### src/rtl/divider_pkg.sv
// Shared definitions for the iterative shift-subtract divider: controller
// state encoding and the default operand width.
package divider_pkg;

  localparam int DIV_WIDTH = 16;

  typedef enum logic [1:0] {
    IDLE = 2'd0,
    RUN  = 2'd1,
    DONE = 2'd2
  } div_state_e;

endpackage

### src/rtl/div_step_counter.sv
// Per-operation step counter for the divider: counts completed steps and
// flags the final one, wrapping to zero when that final step is taken.
module div_step_counter
  import divider_pkg::*;
#(
  parameter  int WIDTH = DIV_WIDTH,
  localparam int CW    = $clog2(WIDTH)
) (
  input  logic          clk,
  input  logic          rst,
  input  logic          clear,
  input  logic          inc,
  output logic [CW-1:0] step,
  output logic          last
);

  localparam logic [CW-1:0] LAST_VAL = CW'(WIDTH - 1);

  logic [CW-1:0] r_step;
  logic          w_last;

  assign w_last = (r_step == LAST_VAL);

  // NOTE: sequential state uses non-blocking (<=) so every register samples
  // pre-edge values; blocking here would create order-dependent races.
  always_ff @(posedge clk or posedge rst) begin
    if (rst) begin
      r_step <= '0;
    end else if (clear) begin
      r_step <= '0;
    end else if (inc) begin
      // Explicit wrap keeps non-power-of-two widths at exactly WIDTH steps.
      r_step <= w_last ? '0 : r_step + CW'(1);
    end
  end

  assign step = r_step;
  assign last = w_last;

endmodule

### src/rtl/quotient_shift_unit.sv
// Quotient register for the shift-subtract divider: loads the dividend,
// shifts in ~a_sign once per step and hands the result over with valid/ready.
module quotient_shift_unit
  import divider_pkg::*;
#(
  parameter  int WIDTH = DIV_WIDTH,
  localparam int CW    = $clog2(WIDTH)
) (
  input  logic             clk,
  input  logic             rst,
  input  logic             load,
  input  logic [WIDTH-1:0] dividend,
  input  logic             shift_en,
  input  logic             a_sign,
  input  logic             abort,
  input  logic             out_ready,
  output logic [WIDTH-1:0] q_out,
  output logic             q_msb,
  output logic [CW-1:0]    step,
  output logic             busy,
  output logic             last_step,
  output logic             out_valid
);

  div_state_e       r_state;
  div_state_e       w_next_state;
  logic [WIDTH-1:0] r_q;
  logic             w_load_ok;
  logic             w_shift_ok;
  logic             w_clear;
  logic             w_last;
  logic [CW-1:0]    w_step;

  assign w_load_ok  = !abort && (r_state == IDLE) && load;
  assign w_shift_ok = !abort && (r_state == RUN) && shift_en;
  assign w_clear    = abort || w_load_ok;

  div_step_counter #(.WIDTH(WIDTH)) u_step_counter (
    .clk   (clk),
    .rst   (rst),
    .clear (w_clear),
    .inc   (w_shift_ok),
    .step  (w_step),
    .last  (w_last)
  );

  always_ff @(posedge clk or posedge rst) begin
    if (rst) begin
      r_state <= IDLE;
    end else begin
      r_state <= w_next_state;
    end
  end

  // NOTE: next_state gets a default before the case so no path leaves it
  // unassigned, which would otherwise infer a latch.
  always_comb begin
    w_next_state = r_state;
    if (abort) begin
      w_next_state = IDLE;
    end else begin
      case (r_state)
        IDLE:    if (load) w_next_state = RUN;
        RUN:     if (shift_en && w_last) w_next_state = DONE;
        DONE:    if (out_ready) w_next_state = IDLE;
        default: w_next_state = IDLE;
      endcase
    end
  end

  // The handshake leaves r_q untouched so the quotient stays readable in IDLE.
  always_ff @(posedge clk or posedge rst) begin
    if (rst) begin
      r_q <= '0;
    end else if (abort) begin
      r_q <= '0;
    end else if (w_load_ok) begin
      r_q <= dividend;
    end else if (w_shift_ok) begin
      r_q <= {r_q[WIDTH-2:0], ~a_sign};
    end
  end

  assign q_out     = r_q;
  assign q_msb     = r_q[WIDTH-1];
  assign step      = w_step;
  assign busy      = (r_state == RUN);
  assign last_step = (r_state == RUN) && w_last;
  assign out_valid = (r_state == DONE);

endmodule

### config.mk
export PLATFORM = sky130hd
export DESIGN_NAME = quotient_shift_unit
export DESIGN_NICKNAME = d
export VERILOG_FILES = /design/src/rtl/divider_pkg.sv /design/src/rtl/div_step_counter.sv /design/src/rtl/quotient_shift_unit.sv
export SDC_FILE = /design/constraint.sdc
export NUM_CORES = 1
export LEC_CHECK = 0
export BUFFER_PORTS_ARGS = -buffer_cell sky130_fd_sc_hd__clkbuf_2
export CAP_MARGIN = 20
export CELL_PAD_IN_SITES_DETAIL_PLACEMENT = 0
export CELL_PAD_IN_SITES_GLOBAL_PLACEMENT = 2
export CORE_ASPECT_RATIO = 2
export CORE_MARGIN = 8
export CORE_UTILIZATION = 23
export CTS_BUF_LIST = sky130_fd_sc_hd__clkbuf_2 sky130_fd_sc_hd__clkbuf_4 sky130_fd_sc_hd__clkbuf_8
export DETAILED_ROUTE_END_ITERATION = 7
export MAX_ROUTING_LAYER = met4
export PLACE_DENSITY = 0.7
export SYNTH_ARGS = -nofsm -noshare
export SYNTH_HDL_FRONTEND = slang
export SYNTH_HIERARCHICAL = 1
export SYNTH_SLANG_ARGS = --single-unit
### constraint.sdc
create_clock -name clk -period 2.4 [get_ports clk]
set_input_delay 0.12 -clock clk [delete_from_list [all_inputs] [get_ports clk]]
set_output_delay 0.12 -clock clk [all_outputs]
set_load 0.01 [all_outputs]
# == Word-level counts from Yosys, hierarchy flattened ==
# Cells that the tools add are included.
# op_classes
add_sub_neg,1
n_eq_ne,6
mux,11
n_bitwise,1
reduce_logical,12
# ops
op,count
$mux 16,3
$mux 4,3
$mux 2,4
$logic_and 1x1->1,6
$ne 3x3->1 const B,2
$pmux 2 s3,1
$add 4x1->4 const B,1
$eq 4x4->1 const B,1
$ne 3x2->1 const B,1
$reduce_and 3->1,1
$reduce_bool 3->1,1
$eq 2x1->1 const B,1
$eq 2x2->1 const B,1
$logic_not 2->1,1
$reduce_bool 2->1,1
$logic_not 1->1,1
$logic_or 1x1->1,1
$not 1->1,1
# totals
regBits,22
input_bits,23
output_inout_bits,24
word_cells,34

# == Depth between registers and ports, before layout ==
# logic_depth
word_depth,6
ltp_mapped,6
ltp_nobuf,5

# == Hierarchy ==
# The synthesis kept the hierarchy.
# modules_own_cells
module,instances,cells_each,area_each_um2
quotient_shift_unit,1,87,918.4
div_step_counter,1,21,210.2

# == Worst setup path before layout ==
# No wires, ideal clock.
# synth_timing
kind,register to register
start,reg r_state[1]
end,"reg u_step_counter.r_step[3], in the netlist u_step_counter/step[3]"
arrival_time_ps,1499
t_required_ps,2323
slack_ps,824
stages_incl_launch_ff,7
path_buffers,2
period_less_slack_ps,1576
path_cell_list,dfrtp_1 -> nor4bb_1 -> buf_4 -> buf_6 -> nand2_1 -> or3_1 -> a21oi_1
# synth_via
word_cells_on_any_way,9
# synth_rtl
element,line,text
from (decl),quotient_shift_unit.sv:25,div_state_e r_state;
from (signal assigned),quotient_shift_unit.sv:51,r_state <= w_next_state;
$eq 2x1->1,quotient_shift_unit.sv:35,assign w_shift_ok = !abort && (r_state == RUN) && shift_en;
$logic_and 1x1->1 (2 in series),quotient_shift_unit.sv:35,
named net w_shift_ok,quotient_shift_unit.sv:29,logic w_shift_ok;
$reduce_bool 2->1 (no line),-,
to (signal assigned),div_step_counter.sv:33,r_step <= w_last ? '0 : r_step + CW'(1);
to (decl),div_step_counter.sv:19,logic [CW-1:0] r_step;
# The timed path passes the listed nets, and every way through them passes these cells.
# A chain may end at the register's enable or synchronous reset.

# == Worst setup path in the final report ==
# layout_timing
start,reg r_state[1]
end,"reg u_step_counter.r_step[3], in the netlist u_step_counter/step[3]"
# layout_via
elab_chain_cells,5
word_cells_on_any_way,9
# layout_rtl
element,line,text
$logic_not 2->1,quotient_shift_unit.sv:34,assign w_load_ok = !abort && (r_state == IDLE) && load;
$logic_and 1x1->1 (2 in series),quotient_shift_unit.sv:34,
$logic_or 1x1->1,quotient_shift_unit.sv:36,assign w_clear = abort || w_load_ok;
$mux 4 or $reduce_bool 2->1 (tied branches),-,
# Parallel ways exist; a longest one is shown, timed or not.

==> results.sh <==
export IMPL_switchingPower_uw=223.6
export IMPL_fmax_mhz=618.4
export IMPL_avgSynthCellArea_sq_um=10.45
export IMPL_drt_iter0_markers=17
export IMPL_rrSetupSlack_ns=0.78
export IMPL_clock_power_share=0.322
export IMPL_hpwlAfterDp_um=2486
export IMPL_syn_nets=132
export IMPL_grt_pass1_wl_um=5223
export IMPL_timing_rr_start="r_state[1]$_DFFE_PP0P_"
export IMPL_status="finished, final reports clean"
export IMPL_required_ns=2.59
export IMPL_fin_nets=183
export IMPL_wl_met3_um=139
export IMPL_wl_per_cell_um=14.38
export IMPL_drtAntennaViolNets=0
export IMPL_wl_um=3091
export IMPL_layout_commonest_cell="clkbuf_2"
export IMPL_grt_antenna_before_repair=0
export IMPL_drive_gt1_frac=0.4494
export IMPL_cts_buffers=3
export IMPL_die_x_um=65.53
export IMPL_cts_sinks=22
export IMPL_path_class="flop to flop"
export IMPL_hold_end="q_out[7]$_DFFE_PP0P_"
export IMPL_dr_max_layer_used="met4"
export IMPL_cts_root_buffer_cell="clkbuf_8"
export IMPL_combPwrFrac=0.175
export IMPL_routed_via_density=4.540
export IMPL_clock_skew_ns=0.004477
export IMPL_power_density_mw_per_mm2=552.3
export IMPL_synth_area_sq_mm=0.001129
export IMPL_rsz0062_at_grt="false"
export IMPL_slew_headroom=0.5259
export IMPL_cp_max_fo=7
export IMPL_ys_warn_count=6
export IMPL_cts_setup_buffers=0
export IMPL_remaining_drc_errors=0
export IMPL_min_from="dividend[7]"
export IMPL_clk_latency_ns=0.26
export IMPL_fin_setup_tns_ns=0
export IMPL_core_area_sq_mm=0.004820
export IMPL_r2r_end="u_step_counter/step[3]$_DFFE_PP0P_"
export IMPL_ys_ff_latch=22
export IMPL_most_common_layout_cells="clkbuf_2 (46), dfrtp_1 (22), inv_1 (20)"
export IMPL_p_leak_uw=0.0007256
export IMPL_met2_length_um=1680
export IMPL_power_total_uw=825.8
export IMPL_grt_max_degree=19
export IMPL_p_sw_frac=0.2707
export IMPL_seq_power_share=0.503
export IMPL_cts_tree="yes"
export IMPL_globalRouteOverflowTotal=0
export IMPL_clockBufferDepth=2
export IMPL_cp_end_kind="flop"
export IMPL_drt_pass1_iterations=3
export IMPL_final_seq_area_sq_um=550.5
export IMPL_die_area_sq_mm=0.007540
export IMPL_fillers=503
export IMPL_first_global_vias=1147
export IMPL_multi_input_area_sq_um=473.0
export IMPL_crit_start="r_state[1]$_DFFE_PP0P_"
export IMPL_crit_path_start_kind="flop"
export IMPL_die_h_um=115.1
export IMPL_post_cts_resized=0
export IMPL_n_antenna_cell=0
export IMPL_hold_path_class="input pin to flop"
export IMPL_area_growth_pct=32.48
export IMPL_drv_cap=0
export IMPL_final_hold_viol_count=0
export IMPL_intPower_uw=602.3
export IMPL_arrival_ns=1.81
export IMPL_synth_cells=108
export IMPL_ir_drop_v=0.0002913
export IMPL_io_pins=47
export IMPL_path_clk_slew_ns=0.08
export IMPL_htree_levels=1
export IMPL_track_usage=0.08891
export IMPL_min_period_ns=1.617
export IMPL_place_congestion=0.7749
export IMPL_m1WireLength_um=1204
export IMPL_hold_worst_slack_ns=0.07263
export IMPL_rows=36
export IMPL_rr_worst_depth=4
export IMPL_initial_utilization=0.2342
export IMPL_ys_types=28
export IMPL_worstMarginPinSlew_ns=0.7103
export IMPL_vias=976
export IMPL_ys_seq_area_frac=0.4878
export IMPL_drv_slew=0
export IMPL_setup_viol=0
export IMPL_io_buffers=46
export IMPL_holdPathStages=3
export IMPL_fin_crit_sh=0.6738
[flip-flops by register name, summed over array words and instances, names as in the netlist]
name                 count
r_state                  2
q_out                   16
u_step_counter/step      4
[cells in the mapped netlist]
cell      number  area, sq um
o21ai_1        1        5.000
o21bai_1       1        7.510
o21ai_0        7        35.03
o21ai_2        9        78.83
nor2b_1        2        12.51
a21oi_1        2        10.01
and3_4         1        11.26
nor4b_4        1        23.77
or2_2          1        6.260
buf_4          3        22.52
xor2_1         1        8.760
nor4bb_1       1        10.01
or3_1          1        6.260
nand2b_1       1        6.260
a32oi_1        1        8.760
a22oi_1       14        105.1
a22oi_2        2        25.02
nand2_1        5        18.77
ha_1           1        12.51
and2_1         1        6.260
mux2i_1        2        20.02
o21bai_2       1        11.26
inv_1         20        75.07
nor2_1         3        11.26
or3b_1         1        8.760
buf_6          2        22.52
a21oi_2        1        8.760
dfrtp_1       22        550.5
[area by class of cell]
| class | count | area share |
|---|---|---|
| tap | 57 | 0.04770 |
| clock buffer | 4 | 0.03682 |
| multi-input combinational | 61 | 0.3163 |
| timing repair buffer | 51 | 0.1808 |
| sequential | 22 | 0.3682 |
| inverter | 20 | 0.05021 |
[worst max-delay path: stages, from the launching register on]
cell and delay [ns]:
dfrtp_1 0.48, nor4bb_4 0.49, nand2_1 0.12, or3_1 0.32
a21oi_1 0.14
[metal layers]
metal,global-route usage,vias to the layer above
met5,-,-
li1,-,471
met2,0.1553,28
met3,0.02049,4
met1,0.08965,473
met4,0.04252,0
[power by group through the flow]
stage,sequential [uW],clock [uW],combinational (uW)
after global placement,423,0,145
final,416,266,144
after global routing,420,292,162
after detailed placement,423,0,147
after floorplan,428,0,73.7
after CTS,416,276,149
[how the worst max path moves through the flow]
stage | slack, ns | endpoint | cells past startpoint
finish | 0.78 | u_step_counter/step[3]$_DFFE_PP0P_ | 4
global route | 0.70 | q_out[9]$_DFFE_PP0P_ | 4
CTS | 0.78 | u_step_counter/step[3]$_DFFE_PP0P_ | 4
detailed placement | 0.79 | u_step_counter/step[3]$_DFFE_PP0P_ | 4
global placement | 0.84 | u_step_counter/step[3]$_DFFE_PP0P_ | 4
floorplan | 0.82 | u_step_counter/step[3]$_DFFE_PP0P_ | 6
[cells by family (layout without fill, tap and decap cells)]
kind of cell,Yosys count,count (layout),share of synthesized area
mux,2,2,0.01774
compound gates,39,39,0.2616
buf+inv,25,75,0.1064
xor+xnor,1,1,0.007762
fa+ha+maj,1,1,0.01108
simple gates,18,18,0.1076
flops,22,22,0.4878
[metrics by stage]
| step | setup WS, ns | cell area, sq um | utilization | cells |
|---|---|---|---|---|
| after floorplan | 0.8237 | 1129 | - | 108 |
| after global placement | 0.8388 | 1430 | 0.2967 | 210 |
| after detailed placement | 0.7912 | 1430 | 0.2967 | 210 |
| after CTS | 0.7756 | 1495 | 0.3102 | 215 |
| after global routing | 0.6964 | 1495 | 0.3102 | 215 |
| final | 0.7830 | 1495 | 0.3102 | 215 |
[what timing repair did]
action,CTS,global route
endpoints found under the hold margin,4,0
hold buffers,1,0
endpoints found under the setup margin,0,0
No activity file was read; power rests on OpenSTA's default activity.
